**config.mk**
```make
export PLATFORM = sky130hd
export DESIGN_NAME = alu_seq_unit
export DESIGN_NICKNAME = d
export VERILOG_FILES = /design/src/rtl/alu_seq_unit.sv
export SDC_FILE = /design/constraint.sdc
export NUM_CORES = 1
export LEC_CHECK = 0
export ABC_AREA = 1
export BUFFER_PORTS_ARGS = -buffer_cell sky130_fd_sc_hd__buf_2
export CAP_MARGIN = 10
export CORE_MARGIN = 2
export CORE_UTILIZATION = 39
export CTS_CLUSTER_SIZE = 10
export DETAILED_ROUTE_END_ITERATION = 10
export GPL_TIMING_DRIVEN = 0
export HOLD_SLACK_MARGIN = 0.03
export PLACE_DENSITY = 0.58
export SLEW_MARGIN = 0
export SYNTH_ARGS = -nofsm -noshare
export SYNTH_HDL_FRONTEND = slang
export SYNTH_SLANG_ARGS = --single-unit
```
**constraint.sdc**
```tcl
create_clock -name clk -period 3.3 [get_ports clk]
set_clock_uncertainty 0.05 [all_clocks]
set_input_delay 0.66 -clock clk [delete_from_list [all_inputs] [get_ports clk]]
set_output_delay 0.66 -clock clk [all_outputs]
set_load 0.01 [all_outputs]
```
**src/rtl/alu_seq_unit.sv**
```systemverilog
// Registered multi-cycle ALU: single-cycle logic/add/compare ops, iterative
// shift-add MUL and restoring DIV taking DW cycles from the accept edge.
module alu_seq_unit #(
    parameter int DW = 16,
    parameter int CW = 4
) (
    input  logic              clk,
    input  logic              rst_n,
    input  logic [DW-1:0]     a,
    input  logic [DW-1:0]     b,
    input  logic              en,
    input  logic [3:0]        opcode,
    output logic [2*DW-1:0]   result,
    output logic              done,
    output logic              busy,
    output logic              err
);

    localparam logic [3:0] OP_ADD  = 4'h0, OP_SUB  = 4'h1, OP_MUL = 4'h2, OP_DIV = 4'h3,
                           OP_AND  = 4'h4, OP_OR   = 4'h5, OP_XOR = 4'h6, OP_NAND = 4'h7,
                           OP_NOR  = 4'h8, OP_XNOR = 4'h9, OP_NOT = 4'hA, OP_SHL = 4'hB,
                           OP_SHR  = 4'hC, OP_EQ   = 4'hD, OP_LT  = 4'hE, OP_GT  = 4'hF;

    typedef enum logic {IDLE, ITER} state_t;

    state_t              state_q;
    logic [CW-1:0]       cnt_q;
    logic                is_div_q;
    logic [2*DW-1:0]     result_q;
    logic                done_q, busy_q, err_q;
    logic [2*DW-1:0]     acc_q;
    logic [2*DW-1:0]     mcand_q;
    logic [DW-1:0]       opa_q;      // MUL: multiplier shifted right; DIV: dividend -> quotient
    logic [DW-1:0]       opb_q;      // DIV divisor
    logic [DW-1:0]       rem_q;

    logic [2*DW-1:0]     a_ext, b_ext, alu_res;
    logic [2*DW-1:0]     mul_acc_d;
    logic [DW:0]         rem_sh, rem_d;
    logic                rem_ge;
    logic [DW-1:0]       quo_d;

    assign a_ext = {{DW{1'b0}}, a};
    assign b_ext = {{DW{1'b0}}, b};

    always_comb begin
        alu_res = '0;
        case (opcode)
            OP_ADD:  alu_res = a_ext + b_ext;
            OP_SUB:  alu_res = a_ext - b_ext;
            OP_AND:  alu_res = {{DW{1'b0}}, a & b};
            OP_OR:   alu_res = {{DW{1'b0}}, a | b};
            OP_XOR:  alu_res = {{DW{1'b0}}, a ^ b};
            OP_NAND: alu_res = {{DW{1'b0}}, ~(a & b)};
            OP_NOR:  alu_res = {{DW{1'b0}}, ~(a | b)};
            OP_XNOR: alu_res = {{DW{1'b0}}, ~(a ^ b)};
            OP_NOT:  alu_res = {{DW{1'b0}}, ~a};
            OP_SHL:  alu_res = a_ext << b[CW-1:0];
            OP_SHR:  alu_res = {{DW{1'b0}}, a >> b[CW-1:0]};
            OP_EQ:   alu_res = {{(2*DW-1){1'b0}}, a == b};
            OP_LT:   alu_res = {{(2*DW-1){1'b0}}, a < b};
            OP_GT:   alu_res = {{(2*DW-1){1'b0}}, a > b};
            default: alu_res = '0;
        endcase
    end

    // One iteration step of each algorithm; only the one matching is_div_q is used.
    always_comb begin
        mul_acc_d = acc_q + (opa_q[0] ? mcand_q : '0);
        rem_sh    = {rem_q, opa_q[DW-1]};
        rem_ge    = rem_sh >= {1'b0, opb_q};
        rem_d     = rem_ge ? (rem_sh - {1'b0, opb_q}) : rem_sh;
        quo_d     = {opa_q[DW-2:0], rem_ge};
    end

    always_ff @(posedge clk or negedge rst_n) begin
        if (!rst_n) begin
            state_q  <= IDLE;
            cnt_q    <= '0;
            is_div_q <= 1'b0;
            result_q <= '0;
            done_q   <= 1'b0;
            busy_q   <= 1'b0;
            err_q    <= 1'b0;
            acc_q    <= '0;
            mcand_q  <= '0;
            opa_q    <= '0;
            opb_q    <= '0;
            rem_q    <= '0;
        end else begin
            done_q <= 1'b0;
            case (state_q)
                IDLE: begin
                    if (en) begin
                        if (opcode == OP_MUL || (opcode == OP_DIV && b != '0)) begin
                            state_q  <= ITER;
                            busy_q   <= 1'b1;
                            cnt_q    <= '0;
                            is_div_q <= (opcode == OP_DIV);
                            acc_q    <= '0;
                            mcand_q  <= a_ext;
                            opa_q    <= (opcode == OP_DIV) ? a : b;
                            opb_q    <= b;
                            rem_q    <= '0;
                        end else if (opcode == OP_DIV) begin
                            result_q <= '1;
                            err_q    <= 1'b1;
                            done_q   <= 1'b1;
                        end else begin
                            result_q <= alu_res;
                            err_q    <= 1'b0;
                            done_q   <= 1'b1;
                        end
                    end
                end
                ITER: begin
                    cnt_q <= cnt_q + 1'b1;
                    if (is_div_q) begin
                        rem_q <= rem_d[DW-1:0];
                        opa_q <= quo_d;
                    end else begin
                        acc_q   <= mul_acc_d;
                        mcand_q <= mcand_q << 1;
                        opa_q   <= opa_q >> 1;
                    end
                    if (cnt_q == CW'(DW-1)) begin
                        result_q <= is_div_q ? {rem_d[DW-1:0], quo_d} : mul_acc_d;
                        err_q    <= 1'b0;
                        done_q   <= 1'b1;
                        busy_q   <= 1'b0;
                        cnt_q    <= '0;
                        state_q  <= IDLE;
                    end
                end
                default: state_q <= IDLE;
            endcase
        end
    end

    assign result = result_q;
    assign done   = done_q;
    assign busy   = busy_q;
    assign err    = err_q;

endmodule

```
==> out/metrics.csv <==
stage,metric,value,unit
grt,grt_pass1_wl,96900,um
timing,max_freq,308,MHz
place,dp_cells,3249,
synthesis,yosysSeqAreaShare,0.245,
detailed_routing,final_antenna_net_count,0,
synthesis,synth_cell_type_count,51,
synthesis,synth_fp_nets,2793,
detailed_routing,vias,17400,
timing,hold_viol_final,0,
timing,maxSlewViolCount,0,
clock_tree,cts_sinks,153,
hold_path,hold_class,in -> async,
critical_path,crit_family,simple AND/OR/NAND/NOR gates,
timing,fin_crit_sh,0.985,
critical_path,crit_start,a[12],
layout,area_growth,10.4,%
detailed_routing,wire_per_inst,19.4,um
synthesis,synth_cells,2650,
synthesis,synth_async_sr_flop_share,1.00,
grt,grt_pass1_vias,16600,
place,dp_slack,-807,ps
timing,worst_slack,49.2,ps
place,port_buffers,73,
place,dpl-instance-area,16700,um2
floorplan,die_y,204,um
power_and_ir_drop,p_per_area,699,nW/um2
critical_path,crit_required,3590,ps
timing,worstMarginPinSlew,907,ps
detailed_routing,drt-initial-drc-count,1449,
critical_path,cp_max_fo,10,
floorplan,core_region_area,39600,um2
layout,final_util,0.435,
floorplan,die_x,204,um
critical_path,crit_chain,"buf_2, inv_1, ha_1, clkbuf_1, nor2_1, nand2_1, nor3_2, nand2_1, nand3_2, nand3_2, buf_6, nor2_1, nand3_1, nand2_1, inv_1",
floorplan,io_pins,74,
detailed_routing,drcViolationCount,0,
run,maxCapViolCount,0,
grt,track_usage,0.308,
synthesis,ys_ff_latch,153,
critical_path,end_kind,register,
layout,layout.nets,2883,
place,finalWeightedCongestion,1.01,
timing,rsz0062_at_grt,false,
synthesis,syn_area,15600,um2
clock_tree,clk_latency,440,ps
critical_path,r2r_start,opa_q[0]$_DFFE_PN0P_,
synthesis,synth_edf_count,0,
clock_tree,cts_tree,done,
synthesis,synth_ff_type,dfrtp_1,
critical_path,cp_slowest_cell,nor2_1,
critical_path,cp_num_buf_inv,5,
timing,holdWs,81.9,ps
outcome,outcome,"complete, no violations",
clock_tree,cts-root-buf,clkbuf_16,
layout,final_cells,3278,
timing,slew_headroom,0.393,
floorplan,start_util,0.394,
grt,overflow,0,
clock_tree,post_cts_buffers,0,
power_and_ir_drop,leakage,9.61,nW
floorplan,die-area,41700,um2
critical_path,crit_type,in -> reg,
place,dp_hpwl,51900,um
detailed_routing,via_per_inst,5.29,
clock_tree,h-tree-depth,4,
detailed_routing,drtPass1Iterations,7,
timing,period_needed,3250,ps
clock_tree,clk_pin_slew,70,ps
power_and_ir_drop,ir_drop,0.432,mV
grt,grt_antenna_before_repair,1,
layout,drive_above_1_share,0.0770,
critical_path,worstPathArrival,3540,ps
critical_path,cp_common_cell,nand2_1,
synthesis,syn_area_per_cell,5.90,um2
grt,grt_max_degree,98,
critical_path,critPathLaunchType,primary input,
detailed_routing,wl,63500,um
synthesis,ys_warn_count,0,
clock_tree,numCtsBuffers,17,
timing,final-setup-viol-count,0,
layout,fin_area,17300,um2
clock_tree,clock_path_buffers,2,
critical_path,cp_slowest_stage_delay,330,ps
floorplan,rows,73,
through the flow:
stage,power [mW],TNS [ps]
after floorplan,7.80,0
after global placement,10.0,-167540
after detailed placement,10.1,-14370
after CTS,12.0,0
after global routing,13.2,0
final,12.1,0
layout by cell type, fill, tap and decap left out, types with 4 or more instances in the layout:
cell type and instances:
inv_1 419, or2_2 18, buf_6 7, nor2_2 8, o211ai_1 16, clkbuf_1 40
buf_4 6, nor3_1 19, nand2_1 881, o21bai_1 6, ha_1 100, fa_1 4
nand3_1 264, o21ai_1 7, dfrtp_1 152, nand4_1 16, nor2_1 249, inv_2 9
nand3b_1 15, nand2_2 6, clkbuf_16 17, o22ai_1 32, o221ai_1 6, inv_6 4
and2_1 7, nand3_2 5, a21oi_1 105, buf_2 104, o211ai_2 8, o21ai_0 168
xnor2_1 6, xor2_1 10
cell usage after synthesis, types with 2 or more instances:
cell type | count | area, um2
nand2_1 | 881 | 3310
inv_1 | 419 | 1570
nand3_1 | 264 | 1320
nor2_1 | 251 | 942
o21ai_0 | 169 | 846
dfrtp_1 | 153 | 3830
a21oi_1 | 105 | 526
ha_1 | 100 | 1250
clkbuf_1 | 42 | 158
buf_2 | 33 | 165
o22ai_1 | 32 | 200
nor3_1 | 19 | 95.1
or2_2 | 18 | 113
nand4_1 | 16 | 100
o211ai_1 | 16 | 120
nand3b_1 | 15 | 113
xor2_1 | 10 | 87.6
inv_2 | 9 | 33.8
o211ai_2 | 8 | 100
and2_1 | 7 | 43.8
buf_4 | 6 | 45.0
buf_6 | 6 | 67.6
nand2_2 | 6 | 37.5
nor2_2 | 6 | 37.5
o21ai_1 | 6 | 30.0
o21bai_1 | 6 | 45.0
o221ai_1 | 6 | 52.6
xnor2_1 | 6 | 52.6
nand3_2 | 5 | 50.1
fa_1 | 4 | 80.1
nor3b_1 | 3 | 22.5
a31oi_1 | 2 | 12.5
and3_1 | 2 | 12.5
o21a_1 | 2 | 15.0
sequential cells by signal (all words and copies together) (netlist names):
name      cells
acc_q        32
mcand_q      32
result       32
opa_q        16
opb_q        16
rem_q        16
cnt_q         4
busy          1
done          1
err           1
is_div_q      1
state_q       1
logic make-up (layout without fill, tap and decap cells):
kind of cell | after synthesis | after routing | share of synthesized area
adders and majority gates | 104 | 104 | 0.0852
and+or+nand+nor | 1497 | 1497 | 0.399
other | 0 | 1 | 0
DFF | 153 | 153 | 0.245
buffers and inverters | 520 | 622 | 0.133
xor gates and xnor gates | 16 | 16 | 0.00897
AOI/OAI and AO/OA | 360 | 360 | 0.129
final timing paths:
path / end / slack [ps] / depth (start not counted)
worst min register to register: result[18]$_DFFE_PN0P_ / 460 / 2
max in group asynchronous: mcand_q[15]$_DFFE_PN0P_ / 2280 / 2
worst max-delay path: result[25]$_DFFE_PN0P_ / 50 / 15
worst max register to register: result[12]$_DFFE_PN0P_ / 260 / 12
worst min-delay path: acc_q[20]$_DFFE_PN0P_ / 80 / 1
min in group clk: result[18]$_DFFE_PN0P_ / 460 / 2
repair_timing:
action | 4_1_cts | 5_1_grt
setup endpoints to repair | 18 | 16
gates resized for setup | 1 | 6
hold buffers | 0 | 0
routing by layer:
metal	wire length [um]	global-route usage
met5	0	0
met4	2110	0.108
met3	4780	0.0451
met2	27800	0.479
met1	28800	0.435
cell type report:
class / count / area [um2]
Clock buffer: 19 / 443
Antenna cell: 1 / 2.50
Fill cell: 4418 / 22400
Timing Repair Buffer: 74 / 403
Clock inverter: 12 / 119
Sequential cell: 153 / 3830
Buffer: 87 / 454
Inverter: 430 / 1620
Multi-Input combinational cell: 1977 / 9730
Tap cell: 525 / 657
where the power goes:
| group | leakage, nW | internal, mW | switching, mW | total [mW] |
|---|---|---|---|---|
| Sequential | 1.91 | 2.68 | 0.457 | 3.14 |
| Combinational | 7.43 | 2.27 | 4.72 | 6.99 |
| Clock | 0.267 | 1.06 | 0.875 | 1.94 |
| Total | 9.61 | 6.01 | 6.05 | 12.1 |
No activity file was read; power rests on OpenSTA's default activity.
